===== src/rtl/mips_multicycle_ctrl.sv =====
// Main control FSM for the multi-cycle MIPS core.
// Sequences the shared ALU, the register file, the unified memory port and the PC.
// Each instruction walks through FETCH/DECODE/EXECUTE/MEM/WB steps.
// Memory accesses use a req/ready handshake. The MUL funct holds EXECUTE for MUL_CYCLES cycles.
// Ports:
//   CLK, RST                 clock (rising edge), synchronous active-low reset
//   Opcode, Funct            instruction fields IR[31:26], IR[5:0]
//   Zero                     ALU zero flag, used in BRANCH
//   mem_ready                memory completed the current access this cycle
//   mem_req/MemWrite/IorD    memory request, write strobe, address select
//   IRWrite/PCWrite/PCSrc    instruction register and PC update controls
//   ALUSrcA/ALUSrcB/ALUOp    ALU operand selects and ALU decoder opcode
//   RegWrite/RegDst/MemtoReg register file write controls
//   illegal_op               one-cycle pulse on an unsupported opcode
module mips_multicycle_ctrl #(
  parameter int unsigned MUL_CYCLES = 4
) (
  input  logic       CLK,
  input  logic       RST,
  input  logic [5:0] Opcode,
  input  logic [5:0] Funct,
  input  logic       Zero,
  input  logic       mem_ready,
  output logic       mem_req,
  output logic       MemWrite,
  output logic       IorD,
  output logic       IRWrite,
  output logic       PCWrite,
  output logic [1:0] PCSrc,
  output logic       ALUSrcA,
  output logic [1:0] ALUSrcB,
  output logic [1:0] ALUOp,
  output logic       RegWrite,
  output logic       RegDst,
  output logic       MemtoReg,
  output logic       illegal_op
);

  localparam logic [5:0] OpLw    = 6'b100011;
  localparam logic [5:0] OpSw    = 6'b101011;
  localparam logic [5:0] OpRtype = 6'b000000;
  localparam logic [5:0] OpBeq   = 6'b000100;
  localparam logic [5:0] OpAddi  = 6'b001000;
  localparam logic [5:0] OpJ     = 6'b000010;
  localparam logic [5:0] FnMul   = 6'b011100;

  localparam logic [3:0] MulLoad = 4'(MUL_CYCLES - 1);

  typedef enum logic [3:0] {
    StRst, StFetch, StDecode, StMemAdr, StMemRd, StMemWb, StMemWr,
    StExec, StAluWb, StBranch, StAddiEx, StAddiWb, StJump
  } state_e;

  state_e     state_q, state_d;
  logic [3:0] cnt_q, cnt_d;

  // State register
  always_ff @(posedge CLK) begin
    if (!RST) begin
      state_q <= StRst;
      cnt_q   <= 4'd0;
    end else begin
      state_q <= state_d;
      cnt_q   <= cnt_d;
    end
  end

  // Next-state logic
  always_comb begin
    state_d = state_q;
    cnt_d   = cnt_q;
    case (state_q)
      StRst:    state_d = StFetch;
      StFetch:  if (mem_ready) state_d = StDecode;
      StDecode: begin
        // Counter is preloaded on every EXEC entry; only MUL consumes it.
        cnt_d = MulLoad;
        case (Opcode)
          OpLw, OpSw: state_d = StMemAdr;
          OpRtype:    state_d = StExec;
          OpBeq:      state_d = StBranch;
          OpAddi:     state_d = StAddiEx;
          OpJ:        state_d = StJump;
          default:    state_d = StFetch;
        endcase
      end
      StMemAdr: state_d = (Opcode == OpSw) ? StMemWr : StMemRd;
      StMemRd:  if (mem_ready) state_d = StMemWb;
      StMemWb:  state_d = StFetch;
      StMemWr:  if (mem_ready) state_d = StFetch;
      StExec: begin
        if (Funct == FnMul && cnt_q != 4'd0) begin
          cnt_d = cnt_q - 4'd1;
        end else begin
          state_d = StAluWb;
        end
      end
      StAluWb:  state_d = StFetch;
      StBranch: state_d = StFetch;
      StAddiEx: state_d = StAddiWb;
      StAddiWb: state_d = StFetch;
      StJump:   state_d = StFetch;
      default:  state_d = StFetch;
    endcase
  end

  // Output logic
  always_comb begin
    mem_req    = 1'b0;
    MemWrite   = 1'b0;
    IorD       = 1'b0;
    IRWrite    = 1'b0;
    PCWrite    = 1'b0;
    PCSrc      = 2'b00;
    ALUSrcA    = 1'b0;
    ALUSrcB    = 2'b00;
    ALUOp      = 2'b00;
    RegWrite   = 1'b0;
    RegDst     = 1'b0;
    MemtoReg   = 1'b0;
    illegal_op = 1'b0;
    case (state_q)
      StFetch: begin
        mem_req = 1'b1;
        ALUSrcB = 2'b01;
        IRWrite = mem_ready;
        PCWrite = mem_ready;
      end
      StDecode: begin
        ALUSrcB = 2'b11;
        case (Opcode)
          OpLw, OpSw, OpRtype, OpBeq, OpAddi, OpJ: illegal_op = 1'b0;
          default:                                 illegal_op = 1'b1;
        endcase
      end
      StMemAdr, StAddiEx: begin
        ALUSrcA = 1'b1;
        ALUSrcB = 2'b10;
      end
      StMemRd: begin
        mem_req = 1'b1;
        IorD    = 1'b1;
      end
      StMemWb: begin
        RegWrite = 1'b1;
        MemtoReg = 1'b1;
      end
      StMemWr: begin
        mem_req  = 1'b1;
        MemWrite = 1'b1;
        IorD     = 1'b1;
      end
      StExec: begin
        ALUSrcA = 1'b1;
        ALUOp   = 2'b10;
      end
      StAluWb: begin
        RegWrite = 1'b1;
        RegDst   = 1'b1;
      end
      StBranch: begin
        ALUSrcA = 1'b1;
        ALUOp   = 2'b01;
        PCSrc   = 2'b01;
        PCWrite = Zero;
      end
      StAddiWb: RegWrite = 1'b1;
      StJump: begin
        PCSrc   = 2'b10;
        PCWrite = 1'b1;
      end
      default: ;
    endcase
  end

endmodule


===== config.mk =====
export PLATFORM = sky130hd
export DESIGN_NAME = mips_multicycle_ctrl
export DESIGN_NICKNAME = d
export VERILOG_FILES = /design/src/rtl/mips_multicycle_ctrl.sv
export SDC_FILE = /design/constraint.sdc
export NUM_CORES = 1
export LEC_CHECK = 0
export CAP_MARGIN = 20
export CORE_MARGIN = 1
export CORE_UTILIZATION = 42
export DETAILED_ROUTE_END_ITERATION = 16
export GPL_TIMING_DRIVEN = 0
export HOLD_SLACK_MARGIN = 0.02
export PLACE_DENSITY = 0.78
export SKIP_CTS_REPAIR_TIMING = 1
export SLEW_MARGIN = 20
export SYNTH_ARGS = -nofsm -noshare
export SYNTH_HDL_FRONTEND = slang
export SYNTH_SLANG_ARGS = --single-unit

===== constraint.sdc =====
create_clock -name CLK -period 2.1 [get_ports CLK]
set_input_delay 0.315 -clock CLK [delete_from_list [all_inputs] [get_ports CLK]]
set_output_delay 0.315 -clock CLK [all_outputs]
set_load 0.005 [all_outputs]

==> flow_summary.yaml <==
grt:
  antenna_found_initial: 0
  grtUsageMet1_pct: 23.6
  grt_use_met3_pct: 2.80
  grt-ovfl-total: 0
  grt_pass1_vias: 768
  grt_pass1_wl_um: 3150
  grt_max_degree: 11
  top_usage_layer: "met2"
  use_met2_pct: 39.4
  track_usage_pct: 21.1
pwr:
  p_leak_uw: 0.000597
  switching_share_pct: 33.8
  power.switching_uw: 207
  pwr-share-comb_pct: 50.2
  power.total_uw: 611
  vdd_drop_max_mv: 0.443
  clockPowerShare_pct: 19.2
  power_frac_seq_pct: 30.7
  power_density_nw_per_um2: 481
  p_int_uw: 404
floorplan:
  dieArea_um2: 2040
  rows: 15
  core_area_um2: 1750
  die_w_um: 45.2
  die_h_um: 45.2
  boundaryPins: 32
  start_util_pct: 44.9
timing:
  fin_skew_ns: 0.00349
  max_freq_mhz: 478
  hold_violations: 0
  fin_crit_ns: 2.09
  period_share_pct: 99.7
  drv_slew: 0
  rsz0062_at_grt: "yes"
  slew_headroom_pct: 71.0
  finalSetupViolCount: 0
  hold_ws_ns: 0.523
  tns_ns: 0
  worst_pin_slew_ns: 0.432
synthesis:
  synthCells: 98
  synth_common_cells: "nand2_1 (12), dfxtp_1 (8), nor2_1 (8), nor3_1 (7), nand2b_1 (5)"
  synth.top_cell.area_share_pct: 20.4
  syn_nets: 116
  async_flop_share_pct: 0
  syn_area_um2: 783
  ys_types: 42
  seq_area_frac_synth_pct: 20.4
  synth_ff_type: "dfxtp_1"
  synth_top_area_cell: "dfxtp_1"
  syn_avg_cell_area_um2: 7.99
  ys_seq_elements: 8
  yosysMostFrequentCell: "nand2_1"
  synth_warnings: 0
  netlist_top_cells_area: "dfxtp_1 (20%), nand2_1 (5.8%), nor3_1 (4.5%), buf_6 (4.3%), nand2b_1 (4.0%)"
  synth_edf_count: 0
finish:
  n_antenna_cell: 0
  final_core_util_pct: 72.7
  syn_to_final_growth_pct: 62.0
  nFillCells: 142
  post_route_cells_drive_above_1_share_pct: 21.7
  multi_input_area_um2: 599
  final_cells: 163
  final_nets: 158
  regArea_um2: 164
setup_path:
  crit_path_max_fanout: 7
  criticalPathCategory: "reg2out"
  critical_path_arrival_ns: 1.78
  crit_path_start_kind: "flop"
  cp.required_ns: 1.78
  r2r-start: "cnt_q[0]$_SDFFE_PN0P_"
  cp-end-kind: "primary output"
  startpoint: "state_q[3]$_SDFFE_PN0P_"
clocking:
  cts_tree: "done"
  cts-root-buf: "clkbuf_4"
  cts_buffer_depth: 2
  htreeDepth: 1
  cts_buffers: 3
  cts.sinks: 8
  clk_pin_slew_ns: 0.05
  insertion_delay_ns: 0.25
drt:
  wire_per_inst_um: 13.0
  drt_iter0_drc: 28
  drt-vias-per-instance: 5.34
  firstDrtPassIters: 4
  routed_wl_um: 2120
  drc_errors: 0
  vias: 870
  antenna_left: 0
placement:
  place.gp.congestion: 0.787
  portBuffers: 31
  dp.cells: 154
  hpwl_um: 1550
status:
  status: "completed"
worst_hold_path:
  min_from: "cnt_q[3]$_SDFFE_PN0P_"
  hold_class: "reg2reg"
job:
  maxCapViolations: 0
worst max-delay path: stages, from the launching register on:
cell,delay [ns]
dfxtp_2,0.32
buf_6,0.13
clkinvlp_4,0.14
buf_4,0.14
nand3_2,0.14
nor3_2,0.14
clkdlybuf4s50_1,0.51
metal layers:
layer	share of wire, %	vias up
met5	0	-
li1	-	438
met1	43	402
met2	53	28
met3	4.4	2
met4	0.24	0
power groups by stage:
| stage | Sequential, µW | Combinational, µW | Clock [µW] |
|---|---|---|---|
| after global routing | 189 | 334 | 124 |
| after CTS | 182 | 291 | 123 |
| after detailed placement | 185 | 291 | 0 |
| after global placement | 184 | 283 | 0 |
| final | 187 | 306 | 117 |
| after floorplan | 181 | 174 | 0 |
placed cells by master, fill, tap and decap left out, drive strengths merged, types with 2 or more instances in the layout:
| cell | instances |
|---|---|
| clkdlybuf4s50 | 22 |
| nand2 | 12 |
| buf | 10 |
| dlymetal6s2s | 9 |
| nor2 | 8 |
| dfxtp | 8 |
| nor3 | 7 |
| nand2b | 5 |
| a21oi | 4 |
| clkbuf | 4 |
| nor2b | 4 |
| inv | 3 |
| o21ai | 3 |
| xor2 | 3 |
| nor3b | 2 |
| o22ai | 2 |
| or4 | 2 |
| nand4bb | 2 |
| o211a | 2 |
| mux2i | 2 |
| ha | 2 |
| nor4b | 2 |
| and2 | 2 |
| nor4 | 2 |
| a21o | 2 |
final timing paths:
path	end	slack, ns	depth (start not counted)
max	illegal_op	0.006	6
min	cnt_q[3]$_SDFFE_PN0P_	0.52	2
max reg2reg	state_q[2]$_SDFFE_PN0P_	0.31	7
min reg2reg	cnt_q[3]$_SDFFE_PN0P_	0.52	2
final cells by class:
| cell class | count | share of cell area (%) |
|---|---|---|
| repair buffers | 37 | 29.8 |
| well taps | 25 | 2.47 |
| multi-input cells | 81 | 47.2 |
| clock buffers | 3 | 1.78 |
| flip-flops and latches | 8 | 12.9 |
| inverters | 4 | 1.48 |
| plain buffers | 5 | 4.34 |
state kept, by name, indices dropped and copies added, names as in the netlist:
| register | count |
|---|---|
| cnt_q | 4 |
| state_q | 4 |
cell families after synthesis:
| logic type | count (synthesis) | share of synthesized area, % |
|---|---|---|
| AO/OA/AOI/OAI | 22 | 21.2 |
| XOR/XNOR | 3 | 3.36 |
| adder cells (fa/ha/maj) | 2 | 3.19 |
| buffers and inverters | 9 | 8.94 |
| flip-flops | 8 | 20.4 |
| multiplexers | 2 | 2.56 |
| AND/OR/NAND/NOR | 52 | 40.3 |
stage by stage:
| step | instance area (µm²) | worst slack [ns] |
|---|---|---|
| finish | 1270 | 0.00584 |
| global route | 1270 | -0.0879 |
| CTS | 1150 | -0.386 |
| detailed placement | 1120 | -0.386 |
| global placement | 1120 | -0.371 |
| floorplan | 783 | 0.509 |
No activity file was read; power rests on OpenSTA's default activity.
